<file path="src/rtl/bounce_generator.sv">
// Generates an active-low push-button waveform with LFSR-timed glitches on each edge,
// used to exercise the button debouncer. The sequence is fully repeatable for a given seed.
module bounce_generator #(
    parameter int          BOUNCE_PULSES = 2,
    parameter int          GAP_BITS      = 2,
    parameter int          HOLD_W        = 8,
    parameter logic [7:0]  LFSR_SEED     = 8'hA5
) (
    input  logic              clk,
    input  logic              reset,
    input  logic              start,
    input  logic [HOLD_W-1:0] hold_len,
    output logic              out,
    output logic              busy,
    output logic              done
);

    localparam int CNT_W    = (HOLD_W > GAP_BITS) ? HOLD_W : GAP_BITS;
    localparam int SEG_W    = (BOUNCE_PULSES > 0) ? $clog2(2 * BOUNCE_PULSES) + 1 : 1;
    localparam int LAST_SEG = (BOUNCE_PULSES > 0) ? 2 * BOUNCE_PULSES - 1 : 0;

    typedef enum logic [1:0] {
        IDLE    = 2'd0,
        PRESS   = 2'd1,
        HOLD    = 2'd2,
        RELEASE = 2'd3
    } state_t;

    state_t            state_reg;
    logic              out_reg;
    logic              busy_reg;
    logic              done_reg;
    logic [7:0]        lfsr_reg;
    logic [7:0]        lfsr_next;
    logic [CNT_W-1:0]  cnt_reg;
    logic [SEG_W-1:0]  seg_reg;
    logic [HOLD_W-1:0] hold_reg;
    logic [CNT_W-1:0]  gap_m1;

    // Fibonacci LFSR: shift left, feedback taps 7,5,4,3 enter at bit 0.
    assign lfsr_next[0] = lfsr_reg[7] ^ lfsr_reg[5] ^ lfsr_reg[4] ^ lfsr_reg[3];
    genvar gi;
    generate
        for (gi = 1; gi < 8; gi++) begin : g_shift
            assign lfsr_next[gi] = lfsr_reg[gi-1];
        end
    endgenerate

    // Counters hold (length - 1); a gap of lfsr[GAP_BITS-1:0]+1 cycles loads the raw bits.
    assign gap_m1 = CNT_W'(lfsr_reg[GAP_BITS-1:0]);

    function automatic logic [CNT_W-1:0] hold_m1(input logic [HOLD_W-1:0] h);
        return (h == '0) ? '0 : CNT_W'(h - HOLD_W'(1));
    endfunction

    always_ff @(posedge clk or negedge reset) begin
        if (!reset) begin
            state_reg <= IDLE;
            out_reg   <= 1'b1;
            busy_reg  <= 1'b0;
            done_reg  <= 1'b0;
            lfsr_reg  <= LFSR_SEED;
            cnt_reg   <= '0;
            seg_reg   <= '0;
            hold_reg  <= '0;
        end else begin
            done_reg <= 1'b0;
            case (state_reg)
                IDLE: begin
                    if (start) begin
                        busy_reg <= 1'b1;
                        out_reg  <= 1'b0;
                        hold_reg <= hold_len;
                        if (BOUNCE_PULSES > 0) begin
                            state_reg <= PRESS;
                            cnt_reg   <= gap_m1;
                            lfsr_reg  <= lfsr_next;
                            seg_reg   <= '0;
                        end else begin
                            state_reg <= HOLD;
                            cnt_reg   <= hold_m1(hold_len);
                        end
                    end
                end
                PRESS: begin
                    if (cnt_reg != '0) begin
                        cnt_reg <= cnt_reg - CNT_W'(1);
                    end else begin
                        out_reg <= ~out_reg;
                        if (seg_reg == SEG_W'(LAST_SEG)) begin
                            state_reg <= HOLD;
                            cnt_reg   <= hold_m1(hold_reg);
                        end else begin
                            seg_reg  <= seg_reg + SEG_W'(1);
                            cnt_reg  <= gap_m1;
                            lfsr_reg <= lfsr_next;
                        end
                    end
                end
                HOLD: begin
                    if (cnt_reg != '0) begin
                        cnt_reg <= cnt_reg - CNT_W'(1);
                    end else if (BOUNCE_PULSES > 0) begin
                        out_reg   <= 1'b1;
                        state_reg <= RELEASE;
                        seg_reg   <= '0;
                        cnt_reg   <= gap_m1;
                        lfsr_reg  <= lfsr_next;
                    end else begin
                        out_reg   <= 1'b1;
                        busy_reg  <= 1'b0;
                        done_reg  <= 1'b1;
                        state_reg <= IDLE;
                    end
                end
                RELEASE: begin
                    if (cnt_reg != '0) begin
                        cnt_reg <= cnt_reg - CNT_W'(1);
                    end else if (seg_reg == SEG_W'(LAST_SEG)) begin
                        // Last release segment is always low, so ending returns out high.
                        out_reg   <= 1'b1;
                        busy_reg  <= 1'b0;
                        done_reg  <= 1'b1;
                        state_reg <= IDLE;
                    end else begin
                        out_reg  <= ~out_reg;
                        seg_reg  <= seg_reg + SEG_W'(1);
                        cnt_reg  <= gap_m1;
                        lfsr_reg <= lfsr_next;
                    end
                end
                default: state_reg <= IDLE;
            endcase
        end
    end

    assign out  = out_reg;
    assign busy = busy_reg;
    assign done = done_reg;

endmodule

</file>
<file path="config.mk">
export PLATFORM = sky130hd
export DESIGN_NAME = bounce_generator
export DESIGN_NICKNAME = d
export VERILOG_FILES = /design/src/rtl/bounce_generator.sv
export SDC_FILE = /design/constraint.sdc
export NUM_CORES = 1
export LEC_CHECK = 0
export CORE_ASPECT_RATIO = 1.2
export CORE_MARGIN = 2
export CORE_UTILIZATION = 37
export DETAILED_ROUTE_END_ITERATION = 12
export PLACE_DENSITY = 0.62
export SLEW_MARGIN = 20
export SYNTH_ARGS = -nofsm -noshare
export SYNTH_HDL_FRONTEND = slang
export SYNTH_SLANG_ARGS = --single-unit
</file>
<file path="constraint.sdc">
create_clock -name clk -period 2.3 [get_ports clk]
set_input_delay 0.46 -clock clk [delete_from_list [all_inputs] [get_ports clk]]
set_output_delay 0.46 -clock clk [all_outputs]
set_load 0.05 [all_outputs]
</file>
==> flow_metrics.tcl, run 1 <==
set metrics [dict create \
    max_freq_mhz 468 \
    clock-sinks 32 \
    ys_warn_count 0 \
    syn_to_final_growth_pct 18.8 \
    p_per_area_nw_per_um2 1550 \
    p_leak_uw 0.000936 \
    synth_seq_cells 32 \
    vias 1402 \
    cts_setup_buffers 0 \
    start_util 0.383 \
    final_hold_viol_count 0 \
    clockBufferDepth 2 \
    wl_met2_microns 1880 \
    synth_edf_count 0 \
    maxSlewHeadroom 0.632 \
    cts_tree "done" \
    grt_setup_unrepaired "no" \
    worstHoldPathType "reg -> reg" \
    clock_skew_ns 0.00819 \
    drc_errors 0 \
    first_pass_iters 4 \
    grt_util_all_layers 0.147 \
    wl_per_cell_microns 14.5 \
    pwr-share-clk 0.139 \
    finalWorstSetupSlack_ns 0.164 \
    clock-root-buffer "clkbuf_8" \
    grt_max_degree 33 \
    clk_pin_slew_ns 0.07 \
    end_kind "register" \
    clock_latency_ns 0.29 \
    arrival_ns 2.31 \
    avgSynthCellArea_sq_um 10.9 \
    drt-met1-wl_microns 1700 \
    async_flop_share 1.00 \
    swShare 0.399 \
    drive_gt1_frac 0.270 \
    synth_area_sq_um 1880 \
    grt_overflow 0 \
    final_nets 219 \
    seq_power_share 0.315 \
    ant_nets 0 \
    die-area_sq_um 5670 \
    ys.flop_type "dfrtp_1" \
    finalWirelength_microns 3770 \
    yosysTopAreaCell "dfrtp_1" \
    antenna_found_initial 0 \
    drt-initial-drc-count 38 \
    status "complete, no violations" \
    row_count 28 \
    layout_commonest_cell "dfrtp_1" \
    io_pins 14 \
    coreArea_sq_um 4900 \
    switchingPower_uw 1380 \
    top_layer_used "met4" \
    p_int_uw 2080 \
    cp_max_fo 6 \
    max-vdd-ir-drop_mv 0.823 \
    slew_violations 0 \
    hold_buffers 0 \
    cp.required_ns 2.48 \
    die_w_microns 69.1 \
    grt_pass1_vias 1384 \
    period_share 0.929 \
    hpwl_microns 2790 \
    synth_cells 173 \
    setup_viol 0 \
    critPathLaunchType "register" \
    htreeDepth 2 \
    r2r_cells 7 \
    yosysTopAreaCellShare 0.359 \
    pwr-share-comb 0.546 \
    worstMarginPinSlew_ns 0.550 \
    syn-num-nets 193 \
    synth.distinct_cells 49 \
    antenna-diode-count 0 \
    fin_tns_setup_ns 0 \
    grt_pass1_wl_microns 6510 \
    holdPathStages 1 \
    ys_top_cells_by_area "dfrtp_1, mux2_2, dfstp_2" \
    fill_cells 460 \
    detail_route.vias_per_cell 5.39 \
    gp_routability_congestion 0.794 \
    wl_met3_microns 116 \
    io_buffers 13 \
    final_cell_mix "dfrtp_1, mux2_2, clkdlybuf4s50_1, nor2_1" \
    min_period_ns 2.14 \
    die-height_microns 82.1 \
    max-cap-violations 0 \
    criticalPathCategory "reg -> reg" \
    yosysSeqAreaShare 0.429 \
    numCtsBuffers 5 \
    pre_cts_slack_ns 0.116 \
]
==> layer usage <==
layer | vias to the layer above | global-route usage
met1 | 677 | 0.172
li1 | 694 | -
met4 | 0 | 0.0706
met5 | - | 0
met3 | 6 | 0.0267
met2 | 25 | 0.263
==> logic make-up (layout without fill, tap and decap cells) <==
group                    after synthesis  count (layout)  synth area share
AO/OA/AOI/OAI                         42              42             0.161
adder cells (fa/ha/maj)                9               9            0.0599
flip-flops                            32              32             0.429
buffers and inverters                 16              43            0.0466
multiplexers                          18              18             0.109
AND/OR/NAND/NOR                       44              44             0.138
XOR/XNOR                              12              12            0.0559
==> cells in the mapped netlist, types with 2 or more instances <==
cell type,number
ha_1,9
a21oi_1,4
o21ai_0,8
a22o_1,5
inv_1,11
buf_2,2
nor4_1,3
nor3_1,4
xnor2_1,10
dfstp_2,5
o32ai_1,2
or2_2,2
xor2_1,2
buf_6,2
o31ai_1,3
nor2_1,12
dfrtp_1,27
nand2_1,9
o211ai_1,2
a31oi_1,3
o22ai_1,5
mux2_2,16
==> worst paths after layout <==
path	slack (ns)	endpoint	start
worst max-delay path	0.16	cnt_reg[5]	hold_reg[0]
worst min-delay path	0.50	lfsr_reg[7]	lfsr_reg[6]
worst max register to register	0.16	cnt_reg[5]	hold_reg[0]
worst min register to register	0.50	lfsr_reg[7]	lfsr_reg[6]
max in group asynchronous	1.41	lfsr_reg[0]	reset
min in group asynchronous	0.56	state_reg[0]	reset
==> metrics by stage <==
| stage | hold slack, ns | instances | cell area (sq um) | utilization | power [uW] |
|---|---|---|---|---|---|
| after floorplan | 0.164 | 173 | 1880 | - | 2530 |
| after global placement | 0.486 | 252 | 2120 | 0.433 | 2960 |
| after detailed placement | 0.492 | 252 | 2120 | 0.433 | 2970 |
| after CTS | 0.507 | 260 | 2220 | 0.453 | 3460 |
| after global routing | 0.517 | 260 | 2230 | 0.456 | 3740 |
| final | 0.501 | 260 | 2230 | 0.456 | 3460 |
==> worst max-delay path, stage by stage, from the launching register on <==
cell and delay (ns):
dfrtp_1 0.42, inv_1 0.07, ha_1 0.19, or4b_4 0.49, nor4_4 0.18, nand4b_1 0.29
o32ai_1 0.16, a22o_1 0.24
==> power groups by stage <==
stage / Combinational [uW] / Sequential, uW / Clock [uW]
finish: 1890 / 1090 / 482
global route: 2090 / 1140 / 517
CTS: 1880 / 1080 / 497
detailed placement: 1880 / 1090 / 0
global placement: 1870 / 1090 / 0
floorplan: 1470 / 1060 / 0
==> repair_timing <==
| item | in CTS | in global routing |
|---|---|---|
| endpoints found under the hold margin | 0 | 0 |
| gates resized for setup | 0 | 2 |
| setup endpoints to repair | 0 | 2 |
==> final cells by class <==
cell class                      instances  area, sq um  area share
Clock buffer                            8          100      0.0448
Inverter                               11         41.3      0.0185
Sequential cell                        32          807       0.361
Multi-Input combinational cell        125          998       0.447
Tap cell                               60         75.1      0.0336
Timing Repair Buffer                   24          213      0.0952
Note: power is estimated with default switching activity, not from simulation.
==> run 2: changes to the inputs <==
--- a/config.mk
+++ b/config.mk
@@ -5,11 +5,11 @@
 export SDC_FILE = /design/constraint.sdc
 export NUM_CORES = 1
 export LEC_CHECK = 0
-export CORE_ASPECT_RATIO = 1.2
+export ABC_AREA = 1
 export CORE_MARGIN = 2
 export CORE_UTILIZATION = 37
 export DETAILED_ROUTE_END_ITERATION = 12
-export PLACE_DENSITY = 0.62
+export PLACE_DENSITY = 0.61
 export SLEW_MARGIN = 20
 export SYNTH_ARGS = -nofsm -noshare
 export SYNTH_HDL_FRONTEND = slang
==> constraint.sdc (replaced) <==
create_clock -name clk -period 2.12 [get_ports clk]
set_input_delay 0.424 -clock clk [delete_from_list [all_inputs] [get_ports clk]]
set_output_delay 0.424 -clock clk [all_outputs]
set_load 0.05 [all_outputs]
==> flow_metrics.tcl, run 2 <==
set metrics [dict create \
    p_per_area_nw_per_um2 1650 \
    fin_total_pwr_uw 3870 \
    ys_warn_count 0 \
    grt_max_degree 33 \
    die_w_microns 77.8 \
    coreArea_sq_um 5170 \
    syn_to_final_growth_pct 16.4 \
    antenna_found_initial 0 \
    clock_skew_ns 0.00439 \
    clock-sinks 32 \
    clockBufferDepth 2 \
    final_nets 318 \
    cp.required_ns 2.29 \
    fin_tns_setup_ns 0 \
    critical_path.cell_chain "inv_1 > ha_1 > nand2_1 > nor2_4 > nand2_1 > nand2_1 > nand2_1 > nor2_4 > inv_2 > nand2_1 > o21ai_2" \
    antenna-diode-count 0 \
    detail_route.vias_per_cell 4.54 \
    max-cap-violations 0 \
    drc_errors 0 \
    setup_viol 0 \
    cp_max_fo 11 \
    critPathLaunchType "register" \
    synth_cells 279 \
    worstMarginPinSlew_ns 0.503 \
    holdPathStages 2 \
    grt_pass1_wl_microns 7310 \
    cts_tree "done" \
    avgSynthCellArea_sq_um 7.22 \
    final_hold_viol_count 0 \
    regArea_sq_um 807 \
    grt_overflow 0 \
    clk_pin_slew_ns 0.07 \
    async_flop_share 1.00 \
    synth_seq_cells 32 \
    cp_slowest_cell "dfrtp_1" \
    synth_area_sq_um 2010 \
    ant_nets 0 \
    io_buffers 13 \
    hold_buffers 0 \
    row_count 26 \
    vias 1676 \
    period_share 0.880 \
    cts_setup_buffers 0 \
    criticalPathCategory "reg -> reg" \
    syn-num-nets 299 \
    status "complete, no violations" \
    yosysTopAreaCellShare 0.336 \
    max_freq_mhz 536 \
    final_cell_mix "nand2_1, nor2_1, inv_1, dfrtp_1, nand3_1" \
    maxSlewHeadroom 0.664 \
    arrival_ns 2.03 \
    fin_hold_ws_ns 0.471 \
    min_period_ns 1.87 \
    crit_top_cell "nand2_1" \
    synth.most_common_cell "nand2_1" \
    die-area_sq_um 6050 \
    dp.cells 361 \
    clock_latency_ns 0.28 \
    die-height_microns 77.8 \
    layout_commonest_cell "nand2_1" \
    synth.distinct_cells 24 \
    wl_per_cell_microns 11.0 \
    first_pass_iters 4 \
    start_util 0.389 \
    drive_gt1_frac 0.110 \
    stdcell_count 369 \
    hpwl_microns 3070 \
    numCtsBuffers 5 \
    grt_setup_unrepaired "no" \
    multi_input_area_sq_um 1030 \
    p_leak_uw 0.00118 \
    synth_top_cells_by_count "nand2_1, nor2_1, inv_1" \
    grt_util_all_layers 0.150 \
    slew_violations 0 \
    final_util 0.453 \
    end_kind "register" \
    finalWirelength_microns 4050 \
    grt_pass1_vias 1656 \
    yosysSeqAreaShare 0.401 \
    drt-initial-drc-count 87 \
    worstHoldPathType "reg -> reg" \
    ys_top_cells_by_area "dfrtp_1, nand2_1, nor2_1" \
    fill_cells 513 \
    yosysTopAreaCell "dfrtp_1" \
    ctsResizeCount 0 \
    clock-root-buffer "clkbuf_8" \
    slowest_delay_ns 0.40 \
    r2r_cells 11 \
    ys.flop_type "dfrtp_1" \
    max-vdd-ir-drop_mv 0.632 \
    gp_routability_congestion 0.794 \
    io_pins 14 \
    htreeDepth 2 \
    synth_edf_count 0 \
]
==> run 2: cell type report <==
class                   instances  share of cell area
inverters                      38              0.0609
flip-flops and latches         32               0.344
clock buffers                   7              0.0411
multi-input cells             205               0.439
well taps                      70              0.0374
clock inverters                 1              0.0128
repair buffers                 16              0.0641
==> run 2: final timing paths <==
| check | startpoint | endpoint | slack (ns) |
|---|---|---|---|
| max in group asynchronous | reset | lfsr_reg[2] | 1.24 |
| hold reg to reg | lfsr_reg[7] | lfsr_reg[7] | 0.47 |
| min in group asynchronous | reset | hold_reg[0] | 0.55 |
| setup reg to reg | cnt_reg[0] | lfsr_reg[6] | 0.25 |
| hold / removal | lfsr_reg[7] | lfsr_reg[7] | 0.47 |
| setup / recovery | cnt_reg[0] | lfsr_reg[6] | 0.25 |
==> run 2: routing by layer <==
layer  global-route usage  vias to the layer above  wire length [microns]
met5                    0                        -                      0
met4               0.0446                        0                     36
met3               0.0349                        4                    151
met2                0.235                       31                   1820
met1                0.204                      748                   2040
li1                     -                      893                      -
==> run 2: through the flow <==
step	setup WS [ns]	area, sq um
floorplan	0.546	2010
CTS	0.238	2340
detailed placement	0.257	2220
global route	0.00993	2340
finish	0.254	2340
global placement	0.309	2220
==> run 2: cells by family after synthesis <==
logic type / after synthesis / share of synthesized area
compound gates: 30 / 0.0920
simple gates: 157 / 0.324
fa+ha+maj: 9 / 0.0559
xor+xnor: 9 / 0.0392
buf+inv: 42 / 0.0876
flops: 32 / 0.401
==> run 2: critical path, delay by kind of cell (launching register included) <==
| family | cells | cell delay [ns] |
|---|---|---|
| AND/OR/NAND/NOR | 7 | 0.87 |
| adder cells (fa/ha/maj) | 1 | 0.18 |
| flip-flops | 1 | 0.40 |
| buffers and inverters | 2 | 0.25 |
| AO/OA/AOI/OAI | 1 | 0.05 |
==> run 2: power breakdown <==
| group | leakage, uW | switching (uW) | internal (uW) |
|---|---|---|---|
| Sequential | 0.000387 | 184 | 906 |
| Clock | 0.0000645 | 226 | 415 |
| Combinational | 0.000729 | 1400 | 740 |
